`src/rtl/freq_div_pkg.sv`:
```
// Shared types and constants for the programmable clock-enable divider.
package freq_div_pkg;

    // Sequencer states: stopped, running, finishing the current period before stopping.
    typedef enum logic [1:0] {
        IDLE = 2'd0,
        RUN  = 2'd1,
        STOP = 2'd2
    } state_t;

    // Smallest ratio that still produces a distinct high and low phase.
    localparam int DIV_MIN = 2;

endpackage

```
`src/rtl/freq_div_core.sv`:
```
// Period counter and waveform generator. Counts 0..N-1 while running and
// produces a registered high phase of ceil(N/2) cycles plus a tick on cnt==0.
// The ratio only changes on a wrap edge or while stopped, so the high-phase
// length can always be taken from the ratio presented on the current cycle.
module freq_div_core
    import freq_div_pkg::*;
#(
    parameter int W = 8
) (
    input  logic         clk,
    input  logic         rst,
    input  logic         active,
    input  logic         run,
    input  logic [W-1:0] ratio,
    output logic         wrap,
    output logic         out,
    output logic         tick
);

    logic [W-1:0] cnt_reg;
    logic [W-1:0] cnt_next;
    logic [W-1:0] hi_len;
    logic         out_reg;
    logic         tick_reg;

    // Last cycle of the current period.
    assign wrap   = active && (cnt_reg == ratio - 1'b1);
    // High phase length: ceil(N/2), so odd ratios get the longer high phase.
    assign hi_len = ratio - (ratio >> 1);

    // Next count: restart at zero on start or wrap, hold at zero when idle.
    always_comb begin
        cnt_next = '0;
        if (run && active && !wrap) begin
            cnt_next = cnt_reg + 1'b1;
        end
    end

    // Register the count and decode the outputs from the next count.
    always_ff @(posedge clk or negedge rst) begin
        if (!rst) begin
            cnt_reg  <= '0;
            out_reg  <= 1'b0;
            tick_reg <= 1'b0;
        end else begin
            cnt_reg  <= cnt_next;
            out_reg  <= run && (cnt_next < hi_len);
            tick_reg <= run && (cnt_next == '0);
        end
    end

    assign out  = out_reg;
    assign tick = tick_reg;

endmodule

```
`src/rtl/freq_div_ctrl.sv`:
```
// Run-time programmable clock-enable divider: start/stop sequencing on en,
// ratio updates through a valid/ready port, applied only at period boundaries.
module freq_div_ctrl
    import freq_div_pkg::*;
#(
    parameter int W       = 8,
    parameter int DIV_DEF = 5
) (
    input  logic         clk,
    input  logic         rst,
    input  logic         en,
    input  logic         cfg_valid,
    input  logic [W-1:0] cfg_ratio,
    output logic         cfg_ready,
    output logic         cfg_err,
    output logic         out,
    output logic         tick,
    output logic         busy
);

    state_t       state_reg;
    logic [W-1:0] ratio_reg;
    logic [W-1:0] pend_ratio_reg;
    logic         pend_vld_reg;
    logic         cfg_err_reg;
    logic         busy_reg;

    logic         wrap;
    logic         active;
    logic         run_next;
    logic         xfer;
    logic         bad_ratio;

    assign active    = (state_reg != IDLE);
    // Keep running unless en is low when the current period ends (or we are idle).
    assign run_next  = en || (active && !wrap);
    assign cfg_ready = ~pend_vld_reg;
    assign xfer      = cfg_valid && cfg_ready;
    assign bad_ratio = (cfg_ratio < W'(DIV_MIN));

    // Sequencer, ratio/pending handshake and registered status outputs.
    always_ff @(posedge clk or negedge rst) begin
        if (!rst) begin
            state_reg      <= IDLE;
            ratio_reg      <= W'(DIV_DEF);
            pend_ratio_reg <= W'(DIV_DEF);
            pend_vld_reg   <= 1'b0;
            cfg_err_reg    <= 1'b0;
            busy_reg       <= 1'b0;
        end else begin
            cfg_err_reg <= xfer && bad_ratio;
            busy_reg    <= run_next;

            case (state_reg)
                IDLE: begin
                    if (en) state_reg <= RUN;
                end
                RUN: begin
                    if (!en) state_reg <= wrap ? IDLE : STOP;
                end
                STOP: begin
                    if (en)        state_reg <= RUN;
                    else if (wrap) state_reg <= IDLE;
                end
                default: state_reg <= IDLE;
            endcase

            if (!active) begin
                // Stopped: a leftover pending ratio (accepted on the final wrap) is
                // applied now; otherwise a valid offer is applied directly.
                if (pend_vld_reg) begin
                    ratio_reg    <= pend_ratio_reg;
                    pend_vld_reg <= 1'b0;
                end else if (xfer && !bad_ratio) begin
                    ratio_reg <= cfg_ratio;
                end
            end else begin
                // Running: hold the offer until the wrap so no period is cut short.
                if (wrap && pend_vld_reg) begin
                    ratio_reg    <= pend_ratio_reg;
                    pend_vld_reg <= 1'b0;
                end else if (xfer && !bad_ratio) begin
                    pend_ratio_reg <= cfg_ratio;
                    pend_vld_reg   <= 1'b1;
                end
            end
        end
    end

    assign cfg_err = cfg_err_reg;
    assign busy    = busy_reg;

    freq_div_core #(
        .W(W)
    ) u_core (
        .clk   (clk),
        .rst   (rst),
        .active(active),
        .run   (run_next),
        .ratio (ratio_reg),
        .wrap  (wrap),
        .out   (out),
        .tick  (tick)
    );

endmodule

```
`config.mk`:
```
export PLATFORM = sky130hd
export DESIGN_NAME = freq_div_ctrl
export DESIGN_NICKNAME = d
export VERILOG_FILES = /design/src/rtl/freq_div_pkg.sv /design/src/rtl/freq_div_core.sv /design/src/rtl/freq_div_ctrl.sv
export SDC_FILE = /design/constraint.sdc
export NUM_CORES = 1
export LEC_CHECK = 0
export ABC_CLOCK_PERIOD_IN_PS = 3040
export CAP_MARGIN = 20
export CORE_AREA = 2 2 68 70
export CTS_CLUSTER_DIAMETER = 30
export DETAILED_ROUTE_END_ITERATION = 16
export DIE_AREA = 0 0 70 72
export GPL_TIMING_DRIVEN = 1
export PLACE_DENSITY = 0.77
export SLEW_MARGIN = 20
export SYNTH_ARGS = -nofsm -noshare
export SYNTH_HDL_FRONTEND = slang
export SYNTH_SLANG_ARGS = --single-unit
```
`constraint.sdc`:
```
create_clock -name clk -period 3.04 [get_ports clk]
set_input_delay 0.76 -clock clk [delete_from_list [all_inputs] [get_ports clk]]
set_output_delay 0.76 -clock clk [all_outputs]
set_load 0.01 [all_outputs]
```
After elaboration in Yosys (flattened, before gate mapping)
Cells that the tools add are included.
{"block": "word_totals", "in_bits": 12, "regBits": 31, "elab_cells": 58}
{"block": "classes", "n_bitwise": 2, "reduce_logical": 20, "n_mux": 14, "order_cmp": 2, "eq_ne": 8, "add_sub_neg": 3}
{"cell": "8-bit two-way mux", "n": 5}
{"cell": "1-bit logical AND", "n": 10}
{"cell": "2-bit two-way mux", "n": 5}
{"cell": "8-bit by 1-bit adder with 8-bit output, second input constant", "n": 1}
{"cell": "8-bit equality test", "n": 1}
{"cell": "8-bit logical NOT", "n": 1}
{"cell": "8-bit by 2-bit < comparator with 1-bit output, second input constant", "n": 1}
{"cell": "8-bit < comparator", "n": 1}
{"cell": "8-bit by 1-bit subtractor with 8-bit output, second input constant", "n": 1}
{"cell": "8-bit by 7-bit subtractor with 8-bit output", "n": 1}
{"cell": "2-bit one-hot mux with 3 select lines", "n": 1}
{"cell": "3-bit AND reduction", "n": 2}
{"cell": "2-bit inequality test, second input constant", "n": 2}
{"cell": "1-bit two-way mux", "n": 3}
{"cell": "3-bit by 1-bit inequality test with 1-bit output, second input constant", "n": 1}
{"cell": "3-bit by 2-bit inequality test with 1-bit output, second input constant", "n": 1}
{"cell": "3-bit nonzero test", "n": 1}
{"cell": "2-bit by 1-bit equality test with 1-bit output, second input constant", "n": 1}
{"cell": "2-bit equality test, second input constant", "n": 1}
{"cell": "1-bit logical NOT", "n": 2}
{"cell": "2-bit logical NOT", "n": 1}
{"cell": "2-bit by 1-bit inequality test with 1-bit output, second input constant", "n": 1}
{"cell": "1-bit NOT", "n": 2}
{"cell": "2-bit AND reduction", "n": 1}
{"cell": "2 further kinds", "n": 2}

Depth between registers and ports, before layout
Gate-level depths: netlist (run 1).
{"block": "depth", "ltp_word": 11, "depth_mapped": 14}

Hierarchy
A second synthesis (run 1) with hierarchy kept.
{"block": "unflattened", "cells_unflattened": 206, "hier_area_um2": 2194.6}
{"module": "freq_div_core", "cells_each": 140, "area_each_um2": 1243.7, "n_inst": 1}
{"module": "freq_div_ctrl", "cells_each": 66, "area_each_um2": 950.9, "n_inst": 1}

Worst setup path after synthesis (run 1)
No wires, ideal clock.
{"block": "synth_path", "path_kind": "reg2reg", "from": "register ratio_reg[2]", "to": "register u_core.out_reg, in the netlist u_core.out", "synth_period_minus_slack_ns": 3.068, "path_stages_with_launch": 14, "path_buffers": 1, "slack_ns": -0.028, "setup_time_ns": 0.065, "arrival_time_ns": 3.003, "path_cell_list": "dfstp_2 > inv_1 > ha_1 > a21bo_2 > a21oi_1 > o2111ai_2 > o32ai_1 > buf_2 > nor2_1 > ha_1 > a21o_1 > a21o_1 > a21oi_1 > o211a_1"}
{"block": "synth_via", "elab_chain_len": 11, "elab_cells_between_ends": 12, "cone_classes": "add/sub (2); order compare (1); eq/ne (1); mux (1); reduce/logical (7)"}
{"element": "start: declaration", "line_no": "freq_div_ctrl.sv:22", "text": "logic [W-1:0] ratio_reg;"}
{"element": "start signal: assignment", "line_no": "freq_div_ctrl.sv:45", "text": "ratio_reg <= W'(DIV_DEF);"}
{"element": "start signal: assignment", "line_no": "freq_div_ctrl.sv:72", "text": "ratio_reg <= pend_ratio_reg;"}
{"element": "start signal: assignment", "line_no": "freq_div_ctrl.sv:75", "text": "ratio_reg <= cfg_ratio;"}
{"element": "8-bit by 1-bit subtractor with 8-bit output (*)", "line_no": "freq_div_core.sv:27", "text": "assign wrap = active && (cnt_reg == ratio - 1'b1);"}
{"element": "8-bit equality test (*)", "line_no": "freq_div_core.sv:27"}
{"element": "1-bit logical AND (*)", "line_no": "freq_div_core.sv:27"}
{"element": "1-bit logical NOT (*)", "line_no": "freq_div_core.sv:34, freq_div_ctrl.sv:36"}
{"element": "1-bit logical AND", "line_no": "freq_div_ctrl.sv:36", "text": "assign run_next = en || (active && !wrap);"}
{"element": "1-bit logical OR", "line_no": "freq_div_ctrl.sv:36"}
{"element": "1-bit logical AND", "line_no": "freq_div_core.sv:34", "text": "if (run && active && !wrap) begin"}
{"element": "1-bit logical AND (*)", "line_no": "freq_div_core.sv:34"}
{"element": "8-bit two-way mux (*)", "line_no": "freq_div_core.sv:34"}
{"element": "named net u_core.cnt_next[5]", "line_no": "freq_div_core.sv:21", "text": "logic [W-1:0] cnt_next;"}
{"element": "8-bit < comparator (*)", "line_no": "freq_div_core.sv:47", "text": "out_reg <= run && (cnt_next < hi_len);"}
{"element": "1-bit logical AND (*)", "line_no": "freq_div_core.sv:47"}
{"element": "end signal: assignment", "line_no": "freq_div_core.sv:47"}
{"element": "end: declaration", "line_no": "freq_div_core.sv:23", "text": "logic out_reg;"}
Mark *: on every way through the listed nets, which the timed path passes. The rest lies on a longest branch.
A chain may end at the register's enable or synchronous reset.

Worst setup path after layout (run 1)
Same ends and word-level chain as after synthesis.

==> results of run 1 <==
## cell usage after synthesis, types with 2 or more instances
library cell   n
dfrtp_1       27
nor3_1         5
a21oi_1        6
nand2_1        5
mux2i_1        8
xnor2_1       15
nor2_1        25
mux2_2         8
o21bai_1       3
buf_2          5
dfstp_2        4
o21ai_0        2
nand2_2        2
a221o_1        8
xor2_1        10
nand2b_1       4
nor4_1         2
inv_1         16
ha_1          23
and3_1         2
a21o_1         3
nand3_1        3
## metal layers
| metal | track usage | wire length (um) | vias to the layer above |
|---|---|---|---|
| met5 | 0 | 0 | - |
| met4 | 0.0919 | 113 | 0 |
| met3 | 0.0486 | 153 | 12 |
| met2 | 0.309 | 2130 | 38 |
| met1 | 0.245 | 2020 | 771 |
| li1 | - | - | 805 |
## cells by family after synthesis
family                     share of synthesized area
AOI/OAI and AO/OA                              0.154
xor gates and xnor gates                      0.0983
adders and majority gates                      0.138
buffers and inverters                         0.0455
DFF                                            0.350
muxes                                         0.0764
and+or+nand+nor                                0.137
## power breakdown
| group | leakage, nW | switching, mW | internal, mW |
|---|---|---|---|
| Clock | 0.0612 | 0.157 | 0.265 |
| Sequential | 0.378 | 0.177 | 0.574 |
| Combinational | 0.771 | 0.851 | 0.885 |
| Total | 1.21 | 1.19 | 1.72 |
## worst register-to-register path, cell delays in order, from the launching register on
cell and delay (ns):
dfstp_2 0.53, inv_2 0.07, ha_2 0.21, a21bo_2 0.23, a21oi_2 0.15, o2111ai_2 0.14
o32ai_2 0.35, buf_4 0.22, nor2_1 0.07, ha_1 0.30, a21o_1 0.16, a21o_1 0.16
a21oi_1 0.15, o211a_1 0.16
## repair_timing
action                                  4_1_cts  5_1_grt
buffers inserted                              0        3
resized for setup                             0       17
endpoints found under the setup margin        0        1
## metrics by stage
stage	setup WS, ns	cells	util
after global routing	-0.0736	293	0.627
after global placement	0.168	282	0.580
after CTS	0.0545	290	0.607
final	0.0881	293	0.627
after floorplan	0.0699	214	-
after detailed placement	0.0901	282	0.580
## path summary, 6_finish.rpt
kind	from	end	slack [ns]	cells after the start
setup / recovery	ratio_reg[2]	u_core.out	0.09	13
hold / removal	pend_ratio_reg[3]	ratio_reg[3]	0.54	1
setup reg to reg	ratio_reg[2]	u_core.out	0.09	13
hold reg to reg	pend_ratio_reg[3]	ratio_reg[3]	0.54	1
max in group asynchronous	rst	pend_ratio_reg[0]	1.83	2
min in group asynchronous	rst	u_core.tick	0.87	2
## area by class of cell
class	instances	area share
inverter	16	0.0225
sequential	31	0.292
multi-input combinational	160	0.529
clock buffer	6	0.0309
tap	52	0.0243
clock inverter	2	0.0131
timing repair buffer	26	0.0880
## layout by cell type (no fill, tap or decap), types with 2 or more instances in the layout
cell type / synthesis / layout
dfrtp_1: 27 / 26
nor2_1: 25 / 24
ha_1: 23 / 20
clkdlybuf4s50_1: 0 / 16
xnor2_1: 15 / 12
inv_1: 16 / 11
xor2_1: 10 / 10
buf_4: 0 / 10
mux2i_1: 8 / 8
a221o_1: 8 / 8
mux2_2: 8 / 8
clkbuf_8: 0 / 6
inv_2: 0 / 5
nor3_1: 5 / 5
nand2_1: 5 / 5
a21oi_1: 6 / 5
nand2b_1: 4 / 4
dfstp_2: 4 / 4
xnor2_2: 0 / 3
nand3_1: 3 / 3
o21bai_1: 3 / 3
a21o_1: 3 / 3
and3_1: 2 / 2
nor4_1: 2 / 2
nand2_2: 2 / 2
ha_4: 0 / 2
==> run summary, run 1 <==
Status: finished, final reports clean
# setup viols final: 0
Nets: 276
Avg Cell Area, Syn: 10.4 um^2
Worst EP required: 3.26 ns
Critical path arrival: 3.17 ns
MaxCap Viol Count: 0
Worst-path cell chain: inv_2 -> ha_2 -> a21bo_2 -> a21oi_2 -> o2111ai_2 -> o32ai_2 -> buf_4 -> nor2_1 -> ha_1 -> a21o_1 -> a21o_1 -> a21oi_1 -> o211a_1
Net Count, Synth: 250
Initial antenna violation count: 0
Core area: 4260 um^2
Initial DRC Count: 85
Fin. Hold Viols: 0
Area Growth Syn to Fin: 20.0%
Die H: 72 um
Period utilisation layout: 0.971
FF+latch area: 782 um^2
Critical path type: reg2reg
Register area share after synthesis: 0.350
Cell repeated most along the worst path: a21o_1
Placed standard-cell area: 2470 um^2
Clk slew on worst S/H paths: 0.06 ns
Crit path capture type: register
Clk sink count: 31
Vias per cell: 5.55
Primary FF master, synth: dfrtp_1
Detailed Routing Iterations Pass 1: 4
Hold Path Class: reg2reg
N_diodes: 0
CTS buffer count: 5
Slowest stage cell, crit path: dfstp_2
Peak supply drop: 0.625 mV
Initial Util: 0.523
Leak: 1.21 nW
CTS Root Cell: clkbuf_8
Final Power: 2.91 mW
Clock Skew: 0.00645 ns
Top post-synthesis cells by area: dfrtp_1, ha_1, xnor2_1, dfstp_2, nor2_1
Mapped cell area: 2230 um^2
Post-synthesis async set-or-reset flop share: 1.00
Synth area leader: dfrtp_1
Vias: 1,626
Crit Path Max Fanout: 8
Slew @ Worst Pin: 0.658 ns
Number of buffers and inverters on the critical path: 2
Netlist cell types: 50
Drc violations: 0
Die ar.: 5040 um^2
Fill cells: 347
Per-cell routed wire length: 15.1 um
Setup TNS: 0 ns
Row count: 24
Fin area: 2670 um^2
Total track usage: 0.192
Share of cells above drive strength 1: 0.249
Startpoint Class: register
Placer Congestion: 0.929
Post-DP HPWL: 3370 um
CTS max path bufs: 2
Total grt overflow: 0
Crit path time final: 2.95 ns
Cell Pwr Density: 1090 nW/um^2
CTS H-Tree Depth: 2
Max transition margin: 0.559
First-pass GRT wire length: 7620 um
Routed WL: 4410 um
Max Slew Vio Count: 0
Number of antenna-violating nets in the routed design: 0
Width of the die: 70 um
EDFF count, synth: 0
# IOs: 17
YS warnings: 0
Flops & latches, synth: 31
CTS tree: yes
Vias in the first global route: 1,656
Max Fclk: 339 MHz
Top-area cell type share of the netlist area: 0.303
Worst Hold Margin: 0.535 ns
Footprint of the multi-input gates: 1410 um^2
Crit path max-delay family: compound AO/OA/AOI/OAI gates
Crit-path max cell delay: 0.53 ns
Port bufs: 16
Clk_lat worst skew: 0.28 ns
Largest net degree at the start of global routing: 32
# hold bufs at CTS: 0
Mapped Cells: 214
Power figures use the tool's default switching activity.
==> inputs of run 2 (changes only) <==
--- a/config.mk
+++ b/config.mk
@@ -5,14 +5,14 @@
 export SDC_FILE = /design/constraint.sdc
 export NUM_CORES = 1
 export LEC_CHECK = 0
-export ABC_CLOCK_PERIOD_IN_PS = 3040
+export ABC_CLOCK_PERIOD_IN_PS = 3360
 export CAP_MARGIN = 20
-export CORE_AREA = 2 2 68 70
+export CORE_AREA = 2 2 67 69
 export CTS_CLUSTER_DIAMETER = 30
 export DETAILED_ROUTE_END_ITERATION = 16
-export DIE_AREA = 0 0 70 72
+export DIE_AREA = 0 0 69 71
 export GPL_TIMING_DRIVEN = 1
-export PLACE_DENSITY = 0.77
+export PLACE_DENSITY = 0.76
 export SLEW_MARGIN = 20
 export SYNTH_ARGS = -nofsm -noshare
 export SYNTH_HDL_FRONTEND = slang
==> constraint.sdc (replaced) <==
create_clock -name clk -period 3.36 [get_ports clk]
set_input_delay 0.84 -clock clk [delete_from_list [all_inputs] [get_ports clk]]
set_output_delay 0.84 -clock clk [all_outputs]
set_load 0.01 [all_outputs]
==> run 2 against run 1 <==
  * Setup slack better by 0.18 ns
  * Sequential share of layout area is 1.1 points higher
  * Hold slack better by 0.0044 ns
  * Clock-buffer cell count is 2 higher
  * Register-to-register slack better by 0.18 ns
  * Global-route usage is 1.3 points higher
  * Critical endpoint unchanged
  * Via count is 1.6% lower
==> run summary, run 2 (synthesis results as in run 1) <==
Status: finished, final reports clean
Die ar.: 4900 um^2
Detailed Routing Iterations Pass 1: 4
RSZ-0062 raised after global routing: false
Die H: 71 um
Dpl ws: 0.263 ns
Max transition margin: 0.518
Cell Pwr Density: 953 nW/um^2
Initial antenna violation count: 0
Largest net degree at the start of global routing: 32
Total grt overflow: 0
Core area: 4200 um^2
Crit path time final: 3.09 ns
Initial DRC Count: 65
Drc violations: 0
Critical path arrival: 3.32 ns
Crit path capture type: register
Period utilisation layout: 0.921
Row count: 24
MaxCap Viol Count: 0
Clk slew on worst S/H paths: 0.06 ns
R2R Setup Slk: 0.27 ns
Hold Path Class: reg2reg
Per-cell routed wire length: 15.4 um
Crit Path Max Fanout: 11
Clock Skew: 0.00379 ns
Clk sink count: 31
Routed WL: 4470 um
Critical path type: reg2reg
Placer Congestion: 0.829
RR Endpoint: u_core.out
Initial Util: 0.530
Slew @ Worst Pin: 0.718 ns
# hold bufs at CTS: 0
# setup viols final: 0
Total track usage: 0.205
Width of the die: 69 um
Vias per cell: 5.52
CTS H-Tree Depth: 2
Peak supply drop: 0.514 mV
Post-Layout Cell Count: 290
First-pass GRT wire length: 7900 um
Most frequent cells in the layout: dfrtp_1, nor2_1, ha_1, inv_1, clkdlybuf4s50_1
Post-DP HPWL: 3430 um
CTS tree: yes
# IOs: 17
Worst EP required: 3.58 ns
CTS Root Cell: clkbuf_8
Max Fclk: 323 MHz
Port bufs: 16
Setup WS post-layout: 0.267 ns
FF-to-FF Start: ratio_reg[2]
Setup TNS: 0 ns
Vias in the first global route: 1,658
N_diodes: 0
Crit path launch: ratio_reg[2]
Startpoint Class: register
R2R depth: 13
Fin. Hold Viols: 0
Share of cells above drive strength 1: 0.172
Leak: 1.17 nW
Vias: 1,600
CTS buffer count: 5
Number of antenna-violating nets in the routed design: 0
Most common cell after layout, fill and taps aside: dfrtp_1
CTS max path bufs: 2
Clk_lat worst skew: 0.28 ns
Inst Count DP: 277
CP Capture Point: u_core.out
Area Growth Syn to Fin: 15.4%
Max Slew Vio Count: 0
Nets: 273
run 2: timing repair:
item	CTS	global route
resized for setup	0	1
buffers inserted	0	5
setup endpoints to repair	0	1
run 2: layer usage:
metal	GRT usage	wire (um)	vias up
met4	0.0545	41	0
met1	0.258	2050	767
met5	0	0	-
li1	-	-	806
met3	0.0556	113	4
met2	0.350	2260	23
run 2: worst min path at each step:
| stage | from | slack [ns] | cells past startpoint | endpoint |
|---|---|---|---|---|
| after floorplan | state_reg[0] | 0.50 | 1 | state_reg[0] |
| after global placement | pend_ratio_reg[3] | 0.51 | 1 | ratio_reg[3] |
| after detailed placement | pend_ratio_reg[1] | 0.53 | 1 | pend_ratio_reg[1] |
| after CTS | state_reg[0] | 0.54 | 1 | state_reg[0] |
| after global routing | pend_ratio_reg[7] | 0.57 | 1 | ratio_reg[7] |
| final | pend_ratio_reg[7] | 0.54 | 1 | ratio_reg[7] |
run 2: where the power goes:
group	leakage, nW	switching (mW)	internal, mW
Sequential	0.379	0.169	0.519
Combinational	0.744	0.722	0.716
Clock	0.0515	0.138	0.187
Total	1.17	1.03	1.42
run 2: final cells by class:
| class | count | area, um^2 |
|---|---|---|
| multi-input combinational | 160 | 1350 |
| fill | 342 | 1630 |
| inverter | 16 | 60.1 |
| timing repair buffer | 23 | 213 |
| sequential | 31 | 781 |
| tap | 52 | 65.1 |
| clock buffer | 8 | 100 |
run 2: through the flow:
step | util | power (mW) | hold slack, ns | instance area [um^2]
final | 0.612 | 2.45 | 0.539 | 2570
after global routing | 0.612 | 2.68 | 0.569 | 2570
after CTS | 0.601 | 2.44 | 0.536 | 2530
after detailed placement | 0.577 | 2.10 | 0.528 | 2430
after global placement | 0.577 | 2.06 | 0.513 | 2430
after floorplan | - | 1.79 | 0.496 | 2230
run 2: worst max-delay path, cell delays in order, from the launching register on:
cell and delay [ns]:
dfstp_2 0.56, inv_1 0.11, ha_1 0.25, a21bo_2 0.23, a21oi_1 0.17, o2111ai_2 0.22, o32ai_2 0.25, buf_4 0.21
nor2_1 0.08, ha_1 0.31, a21o_1 0.16, a21o_1 0.16, a21oi_1 0.16, o211a_1 0.16
==> inputs of run 3 (changes only) <==
--- a/config.mk
+++ b/config.mk
@@ -7,12 +7,12 @@
 export LEC_CHECK = 0
 export ABC_CLOCK_PERIOD_IN_PS = 3360
 export CAP_MARGIN = 20
-export CORE_AREA = 2 2 67 69
+export CORE_AREA = 2 2 62 75
 export CTS_CLUSTER_DIAMETER = 30
 export DETAILED_ROUTE_END_ITERATION = 16
-export DIE_AREA = 0 0 69 71
+export DIE_AREA = 0 0 64 77
 export GPL_TIMING_DRIVEN = 1
-export PLACE_DENSITY = 0.76
+export PLACE_DENSITY = 0.75
 export SLEW_MARGIN = 20
 export SYNTH_ARGS = -nofsm -noshare
 export SYNTH_HDL_FRONTEND = slang
==> run 3 against run 2 <==
  * Routed wire length down 4.1%
  * Setup slack worse by 0.051 ns
  * Sequential power about the same
  * Final area down 1.7%
  * Power down 2.4%
  * Utilization down 0.93 points
  * Via count up 0.44%
  * Clock skew up 0.0013 ns
  * Die area up 0.59%
==> run summary, run 3 (synthesis results as in run 1) <==
Status: finished, final reports clean
Vias per cell: 5.54
Worst EP required: 3.59 ns
Clock Skew: 0.00504 ns
Logic pwr share: 0.590
Area Growth Syn to Fin: 13.5%
Switching share of power: 0.431
R2R depth: 13
RR Endpoint: u_core.out
CTS buffer count: 5
Leak: 1.14 nW
Peak supply drop: 0.487 mV
# hold bufs at CTS: 0
Worst-path cell chain: inv_1 -> ha_1 -> and2b_2 -> xnor2_1 -> o2111ai_2 -> o32ai_1 -> buf_4 -> nor2_1 -> ha_1 -> a21o_1 -> a21o_1 -> a21oi_1 -> o211a_1
Clk_lat worst skew: 0.29 ns
Row count: 26
Most frequent cells in the layout: dfrtp_1, nor2_1, ha_1, inv_1, clkdlybuf4s50_1
# IOs: 17
CTS tree: yes
Clk slew on worst S/H paths: 0.07 ns
Share of power burned in registers: 0.287
Core area: 4200 um^2
N_diodes: 0
Total track usage: 0.192
Initial antenna violation count: 0
Clk sink count: 31
First-pass GRT wire length: 7330 um
Most common cell after layout, fill and taps aside: dfrtp_1
Hold Path Class: reg2reg
Setup WS post-layout: 0.215 ns
Cell Pwr Density: 946 nW/um^2
Initial DRC Count: 95
Nets: 269
Max Fclk: 318 MHz
Per-cell routed wire length: 14.8 um
Fin area: 2530 um^2
Post-CTS Setup Repair Bufs: 0
Die H: 77 um
Levels on crit path: 13
MaxCap Viol Count: 0
FF-to-FF Start: ratio_reg[2]
CTS H-Tree Depth: 2
Crit-path max cell delay: 0.58 ns
Vias in the first global route: 1,566
Width of the die: 64 um
Post-CTS resize count: 0
Setup TNS: 0 ns
Critical path arrival: 3.37 ns
# setup viols final: 0
Inst Count DP: 282
Fin. Hold Viols: 0
Initial Util: 0.531
Period utilisation layout: 0.936
CTS Root Cell: clkbuf_8
Die ar.: 4930 um^2
Crit Path Max Fanout: 13
Crit path time final: 3.14 ns
Share of cells above drive strength 1: 0.158
Port bufs: 16
Number of buffers and inverters on the critical path: 2
Clk pwr share: 0.124
Max Slew Vio Count: 0
Max transition margin: 0.549
Total grt overflow: 0
Vias: 1,607
Pint: 1.36 mW
Crit path launch: ratio_reg[2]
Placer Congestion: 0.865
Detailed Routing Iterations Pass 1: 4
Slowest stage cell, crit path: dfstp_2
Crit path capture type: register
Placed standard-cell area: 2440 um^2
Crit path max-delay family: compound AO/OA/AOI/OAI gates
Post-Layout Cell Count: 290
Startpoint Class: register
Largest net degree at the start of global routing: 32
CP Capture Point: u_core.out
CTS max path bufs: 2
Dpl ws: 0.269 ns
Post-DP HPWL: 3310 um
Drc violations: 0
R2R Setup Slk: 0.22 ns
Net switching power: 1.03 mW
Slew @ Worst Pin: 0.673 ns
Routed WL: 4280 um
Critical path type: reg2reg
Number of antenna-violating nets in the routed design: 0
RSZ-0062 raised after global routing: false
-- run 3: cell types whose count changed in the layout (fill, tap and decap cells not counted), sizes merged --
| cell | before | now |
|---|---|---|
| buf | 7 | 3 |
| clkinvlp | 0 | 2 |
| clkbuf | 8 | 5 |
| clkinv | 0 | 1 |
-- run 3: cell type report --
cell class | instances | area, um^2
clock buffer | 5 | 68.8
fill | 361 | 1670
multi-input combinational | 160 | 1350
tap | 56 | 70.1
sequential | 31 | 781
timing repair buffer | 19 | 183
inverter | 16 | 60.1
clock inverter | 3 | 20.0
-- run 3: power groups by stage --
stage / clock (mW) / sequential (mW) / combinational (mW)
2_1_floorplan: 0 / 0.620 / 1.17
3_3_place_gp: 0 / 0.685 / 1.38
6_report: 0.296 / 0.686 / 1.41
4_1_cts: 0.298 / 0.683 / 1.42
3_5_place_dp: 0 / 0.689 / 1.42
5_1_grt: 0.319 / 0.710 / 1.60
-- run 3: worst min-delay path by stage --
stage	from	endpoint	slack, ns	depth (start not counted)
floorplan	state_reg[0]	state_reg[0]	0.50	1
global placement	pend_ratio_reg[3]	ratio_reg[3]	0.51	1
detailed placement	pend_ratio_reg[5]	ratio_reg[5]	0.52	1
CTS	pend_ratio_reg[5]	ratio_reg[5]	0.54	1
global route	pend_ratio_reg[5]	ratio_reg[5]	0.57	1
finish	pend_ratio_reg[3]	ratio_reg[3]	0.53	1
-- run 3: per-layer routing --
layer	vias to the layer above	wire, um	global-route usage
li1	799	-	-
met1	773	1830	0.224
met2	29	2280	0.351
met3	6	131	0.0440
met4	0	43	0.0457
met5	-	0	0
-- run 3: worst register-to-register path: cells and delay by family (launching register included) --
family                   cells  cell delay (ns)
adder cells (fa/ha/maj)      2             0.55
buffers and inverters        2             0.35
flip-flops                   1             0.58
XOR/XNOR                     1             0.22
AND/OR/NAND/NOR              2             0.29
AO/OA/AOI/OAI                6             1.11
-- run 3: per-stage QoR --
stage                     power (mW)  utilization  hold slack, ns
after detailed placement        2.10        0.581           0.520
final                           2.39        0.603           0.533
after floorplan                 1.79            -           0.496
after global placement          2.07        0.581           0.513
after global routing            2.63        0.603           0.568
after CTS                       2.41        0.603           0.536
